### src/rtl/mlsup_pkg.sv
// Shared types and constants for the motor link supervisor: link states,
// readback page indices and the default readback word.
package mlsup_pkg;

   typedef enum logic [1:0] {
      ST_DISARMED = 2'b00,
      ST_ARMED    = 2'b01,
      ST_TRIPPED  = 2'b10
   } link_state_t;

   localparam logic [7:0]  PAGE_LOOPBACK = 8'd0;
   localparam logic [7:0]  PAGE_BUILD    = 8'd1;
   localparam logic [7:0]  PAGE_PCBREV   = 8'd2;
   localparam logic [7:0]  PAGE_LINK     = 8'd3;

   localparam logic [31:0] PAGE_DEFAULT_WORD = 32'hDEAD_BEEF;
   // ASCII "GEFE"
   localparam logic [31:0] GEFE_INTERLOCK    = 32'h4745_4645;

endpackage

### src/rtl/status_debouncer.sv
// Per-bit stability filter: an output bit follows its input only once the
// last G_DEPTH samples of that bit agree.
module status_debouncer #(
   parameter int G_WIDTH = 64,
   parameter int G_DEPTH = 3
) (
   input  logic               clk_ik,
   input  logic               rstn_ir,
   input  logic [G_WIDTH-1:0] raw,
   output logic [G_WIDTH-1:0] stable
);

   logic [G_WIDTH-1:0] shift_reg [G_DEPTH];
   logic [G_WIDTH-1:0] all_one;
   logic [G_WIDTH-1:0] all_zero;

   always_comb begin
      all_one  = '1;
      all_zero = '1;
      for (int i = 0; i < G_DEPTH; i++) begin
         all_one  = all_one & shift_reg[i];
         all_zero = all_zero & ~shift_reg[i];
      end
   end

   always_ff @(posedge clk_ik or negedge rstn_ir) begin
      if (!rstn_ir) begin
         for (int i = 0; i < G_DEPTH; i++) shift_reg[i] <= '0;
         stable <= '0;
      end else begin
         shift_reg[0] <= raw;
         for (int i = 1; i < G_DEPTH; i++) shift_reg[i] <= shift_reg[i-1];
         stable <= (stable & ~all_zero) | all_one;
      end
   end

endmodule

### src/rtl/motor_link_supervisor.sv
// Motor gating on the serial interlock key with watchdog/trip FSM, status
// debouncing and the registered page-readback mux for serial channel 0.
//
// state     | meaning
// ----------+--------------------------------------------------------------
// DISARMED  | controls forced to 0, waiting for a matching interlock word
// ARMED     | controls pass through, watchdog counts down, reloads on match
// TRIPPED   | controls forced to 0, holdoff counts down, matches ignored
module motor_link_supervisor
   import mlsup_pkg::*;
#(
   parameter int          G_MOTORS           = 16,
   parameter int          G_CTRL_W           = 4,
   parameter int          G_STATUS_W         = 4,
   parameter int          G_DEBOUNCE         = 3,
   parameter logic [31:0] G_INTERLOCK        = GEFE_INTERLOCK,
   parameter int          G_TIMEOUT          = 4000,
   parameter int          G_HOLDOFF          = 40000,
   parameter int          G_STATUS_PAGE_BASE = 16
) (
   input  logic                             clk_ik,
   input  logic                             rstn_ir,
   input  logic                             los_i,
   input  logic [31:0]                      interlock_ib32,
   input  logic                             interlock_valid_i,
   input  logic [31:0]                      pagesel_ib32,
   input  logic                             pagesel_valid_i,
   input  logic [G_MOTORS*G_CTRL_W-1:0]     ctrl_ib,
   input  logic                             ctrl_valid_i,
   output logic [G_MOTORS*G_CTRL_W-1:0]     ctrl_ob,
   input  logic [G_MOTORS*G_STATUS_W-1:0]   status_ib,
   output logic [G_MOTORS*G_STATUS_W-1:0]   status_ob,
   input  logic [31:0]                      build_ib32,
   input  logic [4:0]                       pcbrev_ib5,
   output logic [31:0]                      page_data_ob32,
   output logic                             loopback_o,
   output logic [1:0]                       state_ob2,
   output logic [15:0]                      trip_count_ob16
);

   localparam int WD_W = $clog2(G_TIMEOUT + 1);
   localparam int HO_W = $clog2(G_HOLDOFF + 1);

   link_state_t state;
   logic [WD_W-1:0] watchdog;
   logic [HO_W-1:0] holdoff;
   logic [7:0]      page;
   logic [31:0]     page_next;
   int              page_idx;
   logic            match;
   logic            mismatch;
   logic            wd_expire;
   logic            unused_pagesel;

   assign unused_pagesel = ^pagesel_ib32[30:8];

   assign match     = interlock_valid_i && (interlock_ib32 == G_INTERLOCK);
   assign mismatch  = interlock_valid_i && (interlock_ib32 != G_INTERLOCK);
   // Terminal count: the decrement on this edge would bring the watchdog to 0.
   assign wd_expire = (watchdog <= WD_W'(1)) && !match;
   assign state_ob2 = state;

   always_ff @(posedge clk_ik or negedge rstn_ir) begin
      if (!rstn_ir) begin
         state           <= ST_DISARMED;
         watchdog        <= '0;
         holdoff         <= '0;
         ctrl_ob         <= '0;
         trip_count_ob16 <= '0;
      end else begin
         case (state)
            ST_DISARMED: begin
               ctrl_ob <= '0;
               holdoff <= '0;
               if (match && !los_i) begin
                  state    <= ST_ARMED;
                  watchdog <= WD_W'(G_TIMEOUT);
               end
            end
            ST_ARMED: begin
               if (los_i || mismatch || wd_expire) begin
                  state    <= ST_TRIPPED;
                  watchdog <= '0;
                  holdoff  <= HO_W'(G_HOLDOFF);
                  ctrl_ob  <= '0;
                  if (trip_count_ob16 != 16'hFFFF) trip_count_ob16 <= trip_count_ob16 + 16'd1;
               end else begin
                  watchdog <= match ? WD_W'(G_TIMEOUT) : watchdog - WD_W'(1);
                  if (loopback_o)        ctrl_ob <= '0;
                  else if (ctrl_valid_i) ctrl_ob <= ctrl_ib;
               end
            end
            ST_TRIPPED: begin
               ctrl_ob <= '0;
               if (holdoff <= HO_W'(1)) begin
                  state   <= ST_DISARMED;
                  holdoff <= '0;
               end else begin
                  holdoff <= holdoff - HO_W'(1);
               end
            end
            default: begin
               state    <= ST_DISARMED;
               watchdog <= '0;
               holdoff  <= '0;
               ctrl_ob  <= '0;
            end
         endcase
      end
   end

   status_debouncer #(
      .G_WIDTH (G_MOTORS*G_STATUS_W),
      .G_DEPTH (G_DEBOUNCE)
   ) u_debounce (
      .clk_ik  (clk_ik),
      .rstn_ir (rstn_ir),
      .raw     (status_ib),
      .stable  (status_ob)
   );

   always_comb begin
      page_idx  = int'(page) - G_STATUS_PAGE_BASE;
      page_next = PAGE_DEFAULT_WORD;
      case (page)
         PAGE_LOOPBACK: page_next = {loopback_o, 30'b0, 1'b1};
         PAGE_BUILD:    page_next = build_ib32;
         PAGE_PCBREV:   page_next = {27'b0, pcbrev_ib5};
         PAGE_LINK:     page_next = {14'b0, state_ob2, trip_count_ob16};
         default: begin
            if (page_idx >= 0 && page_idx < G_MOTORS) begin
               page_next = '0;
               page_next[G_STATUS_W-1:0] = status_ob[page_idx*G_STATUS_W +: G_STATUS_W];
            end
         end
      endcase
   end

   always_ff @(posedge clk_ik or negedge rstn_ir) begin
      if (!rstn_ir) begin
         page           <= '0;
         loopback_o     <= 1'b0;
         page_data_ob32 <= 32'h0000_0001;
      end else begin
         if (pagesel_valid_i) begin
            page       <= pagesel_ib32[7:0];
            loopback_o <= pagesel_ib32[31];
         end
         page_data_ob32 <= page_next;
      end
   end

endmodule

### config.mk
export PLATFORM = sky130hd
export DESIGN_NAME = motor_link_supervisor
export DESIGN_NICKNAME = d
export VERILOG_FILES = /design/src/rtl/mlsup_pkg.sv /design/src/rtl/status_debouncer.sv /design/src/rtl/motor_link_supervisor.sv
export SDC_FILE = /design/constraint.sdc
export NUM_CORES = 1
export LEC_CHECK = 0
export BUFFER_PORTS_ARGS = -buffer_cell sky130_fd_sc_hd__buf_2
export CAP_MARGIN = 20
export CORE_UTILIZATION = 43
export CTS_CLUSTER_SIZE = 24
export DETAILED_ROUTE_END_ITERATION = 8
export GPL_ROUTABILITY_DRIVEN = 0
export PLACE_DENSITY_LB_ADDON = 0.2
export RECOVER_POWER = 100
export SYNTH_ARGS = -nofsm -noshare
export SYNTH_HDL_FRONTEND = slang
export SYNTH_SLANG_ARGS = --single-unit
### constraint.sdc
create_clock -name clk_ik -period 4.2 [get_ports clk_ik]
set_input_delay 1.26 -clock clk_ik [delete_from_list [all_inputs] [get_ports clk_ik]]
set_output_delay 1.26 -clock clk_ik [all_outputs]
set_load 0.005 [all_outputs]
Yosys cells after proc, flatten, opt, wreduce, memory -nomap -nowiden --
Index checks and enable logic that the tools add are counted.
Cells by class: reductions and logical operators 14, muxes and demuxes 17, equality and inequality tests 12, $lt $le $gt $ge 4, shift operators 1, bitwise operators 11, add/sub/neg operators 4
Operators by type and width (count):
- 64-bit bitwise AND | 5
- 64-bit 2-to-1 mux | 4
- 64-bit inverter | 4
- 32-bit case mux with 4 select lines | 1
- 64-bit OR | 1
- 64-bit by 11-bit indexed part select with 4-bit output | 1
- 12-bit 2-to-1 mux | 3
- 12-bit case mux with 3 select lines | 1
- 32-bit by 31-bit == test with 1-bit output (second input constant) | 1
- 16-bit 2-to-1 mux | 2
- 32-bit 2-to-1 mux | 1
- 32-bit by 31-bit inequality test with 1-bit output (second input constant) | 1
- 16-bit case mux with 2 select lines | 1
- 16-bit by 1-bit adder with 16-bit output (second input constant) | 1
- 8-bit by 2-bit == test with 1-bit output (second input constant) | 2
- 16-bit by 1-bit less-or-equal comparator with 1-bit output (second input constant) | 1
- 16-bit inequality test (second input constant) | 1
- 16-bit by 1-bit subtractor with 16-bit output (second input constant) | 1
- 12-bit by 1-bit less-or-equal comparator with 1-bit output (second input constant) | 1
- 12-bit by 1-bit subtractor with 12-bit output (second input constant) | 1
- 9-bit by 1-bit >= comparator with 1-bit output (second input constant) | 1
- 9-bit by 6-bit < comparator with 1-bit output (second input constant) | 1
- 8-bit by 5-bit subtractor with 9-bit output (second input constant) | 1
- 8-bit by 1-bit == test with 1-bit output (second input constant) | 1
- 14 further kinds | 25
Storage, ports and cells: register bits 407, bits of input ports 235

Longest topological paths before layout --
depth after elaboration 7, gate-level depth with buffers 9

Cells and area by module --
From an unflattened synthesis, not the netlist that was laid out.
Second synthesis, totals: cells, all modules 1179, area total of the unflattened synthesis 15067.0 um2
By module, submodules not included:
- status_debouncer | times used 1, cells an instance 512, area an instance 7607.3 um2
- motor_link_supervisor | times used 1, cells an instance 667, area an instance 7459.7 um2

Worst setup path before layout --
No wires, ideal clock.
path kind input-to-reg, start input interlock_ib32[27], end register holdoff[11], arrival time 3053 ps, stages on the path 7, path slack 1009 ps, path buffers 2, cells stage by stage or3b_1 -> or4_1 -> buf_2 -> o31ai_4 -> or2_1 -> buf_2 -> o311ai_1
Between the ends: word-level cells in the longest chain between the ends 6, elaborated cells between the ends (all ways) 9, classes of those cells eq/ne (3); reduce/logical (6)
Ends and longest elaborated chain:
- start: declaration | line motor_link_supervisor.sv:24 | input logic [31:0] interlock_ib32,
- 32-bit by 31-bit == test with 1-bit output | line motor_link_supervisor.sv:57 | assign match = interlock_valid_i && (interlock_ib32 == G_INTERLOCK);
- 1-bit logical AND | line motor_link_supervisor.sv:57
- 1-bit zero test | line motor_link_supervisor.sv:60 | assign wd_expire = (watchdog <= WD_W'(1)) && !match;
- 1-bit logical AND | line motor_link_supervisor.sv:60
- 1-bit logical OR (*) | line motor_link_supervisor.sv:81 | if (los_i || mismatch || wd_expire) begin
- 2-bit inequality test (no line) (*)
- end signal: assignment | line motor_link_supervisor.sv:84 | holdoff <= HO_W'(G_HOLDOFF);
- end signal: assignment | line motor_link_supervisor.sv:99 | holdoff <= holdoff - HO_W'(1);
- end: declaration | line motor_link_supervisor.sv:46 | logic [HO_W-1:0] holdoff;
Mark *: on every way between the ends. The rest lies on a longest branch, timed or not. A chain may end at the register's enable or synchronous reset.

Worst setup path in the final report --
start input interlock_ib32[17], end register holdoff[13]
Same word-level chain as after synthesis.

==> out/qor.csv <==
metric,value,unit
outcome,"finished, violations left",
failed_checks,"max-capacitance violations, max-slew violations",
critPathBufInv,2,
gr-usage-all-layers,20.3,%
ys_types,55,
syn_avg_cell_area,12.8,µm²
postCtsSetupBuffers,0,
grt_overflow,0,
pre_cts_ws,468,ps
area_growth,25.3,%
setup.worst_path.start_class,primary input,
final_cells,2088,
critPathMaxStageDelay,660,ps
worstRegToRegCells,4,
drc,0,
routedWlPerCell,17.0,µm
synth_edf_count,0,
synth_most_common_cell,dfrtp_1,
syn_area,15000,µm²
placed_area,17600,µm²
die_area,35700,µm²
p_total,9.65,mW
post-route-min-period,3570,ps
grt_setup_unrepaired,no,
cap_viol_max_count,2,
cts_max_path_buffers,3,
yosysTopAreaCell,dfrtp_1,
ant_nets,0,
r2r_end,page_data_ob32[1]$_DFF_PN0_,
cts.htree.levels,2,
clk_latency,550,ps
fill_cells,3006,
relSlewSlack,-64.8,%
die_x,189,µm
hold_class,flop to flop,
die_h,189,µm
fin_skew,12.5,ps
cp_top_family,simple AND/OR/NAND/NOR gates,
synth_warnings,0,
cpMaxStageDelayCell,o31ai_1,
cp_data_required_time,4630,ps
coreArea,34500,µm²
synth_cells,1174,
synth_top_cells_by_count,"406 x dfrtp_1, 158 x o21ai_0, 96 x nor2_1, 89 x a21oi_1, 77 x inv_1",
arrival,4000,ps
finalHoldViolCount,0,
post_cts_resize_count,0,
fmax,0.280,GHz
async_flop_share,100,%
power.density,514,nW/µm²
grt_max_degree,92,
num_vias,10500,
finalCritPeriodShare,85.0,%
crit_chain,buf_2 > nor4bb_1 > nand4_1 > or4_1 > o31ai_1 > buf_4 > nor2_1 > a32o_1,
hold_slack,362,ps
grt_pass1_vias,10600,
layout.nets,1841,
fin_area,18800,µm²
seq_area_frac_synth,67.9,%
ys.flop_type,dfrtp_1,
cts_tree,built,
drive_gt1_share,24.9,%
final-setup-viol-count,0,
synth_top_area_share,67.7,%
root_buffer,clkbuf_16,
synth.ff_latch_count,407,
min_path_cells,0,
antenna_found_initial,11,
cp_max_fo,15,
maxSlewViolCount,118,
grt_pass1_wl,56500,µm
r2r-start,page[1]$_DFFE_PN0P_,
portBuffers,390,
cts_buffers,43,
drtIter0Drc,504,
rows,68,
utilization,54.6,%
clkTransAtPathRegs,60,ps
vdd_drop_max,557,µV
min-delay-start,u_debounce.shift_reg[103]$_DFF_PN0_,
cts.sinks,407,
worstHoldEndpoint,u_debounce.shift_reg[39]$_DFF_PN0_,
leakagePower,8.79,nW
worstSetupPathType,primary input to flop,
cts_hold_buf,0,
avgViaCountPerCell,5.03,
dpl.cell_count,2007,
worstMarginPinSlew,2470,ps
first_pass_iters,5,
initial_core_util,43.6,%
synth.area.top_cells,"dfrtp_1 68%, o21ai_0 5.3%, mux2i_1 4.6%, mux4_2 3.0%, a21oi_1 3.0%",
ios,414,
r2r_slack,1180,ps
largest_reg_flops,192,
critPathCaptureType,flop,
finalSetupTns,0,ps
wirelength,35600,µm
syn_nets,1418,
dp_hpwl,25700,µm
setup_ws,631,ps
## cell type report
cell class                      instances  area (µm²)  share of cell area, %
Antenna cell                            5        12.5                 0.0666
Inverter                               77         289                   1.54
Clock inverter                         16         189                   1.00
Tap cell                              455         569                   3.03
Multi-Input combinational cell        656        4350                   23.1
Clock buffer                           60        1230                   6.54
Timing Repair Buffer                  412        1980                   10.5
Sequential cell                       407       10200                   54.2
## per-layer routing
metal  vias up  wire length, µm  part of all wire, %  track usage, %
met5         -               78                 0.22               0
met4        12             1130                  3.2            8.59
met3        70             2800                  7.9            6.33
met2       342            17100                   48            33.5
met1      5116            14400                   41            24.7
li1       4968                -                    -               -
## cells in the final DEF, fill, tap and decap left out, types with 4 or more instances in the layout
cell type / Yosys / routed
a21oi_1: 89 / 89
mux4_2: 20 / 20
o31ai_1: 6 / 7
buf_2: 5 / 267
inv_1: 77 / 77
clkbuf_1: 19 / 135
a22oi_1: 4 / 4
nor2_1: 96 / 96
o21ai_0: 158 / 158
nor2b_1: 10 / 10
nand4_1: 13 / 13
nand2_1: 39 / 39
xnor2_1: 13 / 13
nand2b_1: 5 / 4
dfrtp_1: 406 / 405
bufinv_16: 0 / 4
clkbuf_8: 0 / 9
mux2i_1: 69 / 69
clkinv_2: 0 / 9
clkbuf_2: 0 / 4
a21o_1: 10 / 10
ha_1: 9 / 9
nor4bb_1: 5 / 5
nor4_1: 8 / 8
buf_4: 1 / 11
mux2_2: 23 / 23
nand3_1: 12 / 12
o311ai_0: 1 / 5
nor3_1: 17 / 17
and3_1: 5 / 5
diode_2: 0 / 5
or3_1: 6 / 6
and2_0: 0 / 4
clkbuf_16: 0 / 43
## cells by family after synthesis
kind of cell	count (synthesis)	share of synthesized area [%]
buffers and inverters	111	3.14
AND/OR/NAND/NOR	232	7.48
XOR/XNOR	15	0.875
flip-flops	407	67.9
multiplexers	112	9.33
AO/OA/AOI/OAI	288	10.5
adder cells (fa/ha/maj)	9	0.750
## power breakdown
| group | switching, mW | internal, mW | total, mW |
|---|---|---|---|
| logic | 0.789 | 0.597 | 1.39 |
| clock network | 1.49 | 2.29 | 3.78 |
| registers | 0.282 | 4.21 | 4.49 |
| total | 2.56 | 7.09 | 9.65 |
## worst max path at each step
stage / from / endpoint / depth (start not counted)
finish: interlock_ib32[17] / holdoff[13]$_DFFE_PN0P_ / 8
global route: rstn_ir / u_debounce.shift_reg[103]$_DFF_PN0_ / 2
CTS: interlock_ib32[17] / holdoff[13]$_DFFE_PN0P_ / 8
detailed placement: interlock_ib32[17] / holdoff[13]$_DFFE_PN0P_ / 8
global placement: interlock_ib32[17] / holdoff[13]$_DFFE_PN0P_ / 8
floorplan: interlock_ib32[27] / holdoff[11]$_DFFE_PN0P_ / 7
Power figures use the tool's default switching activity.
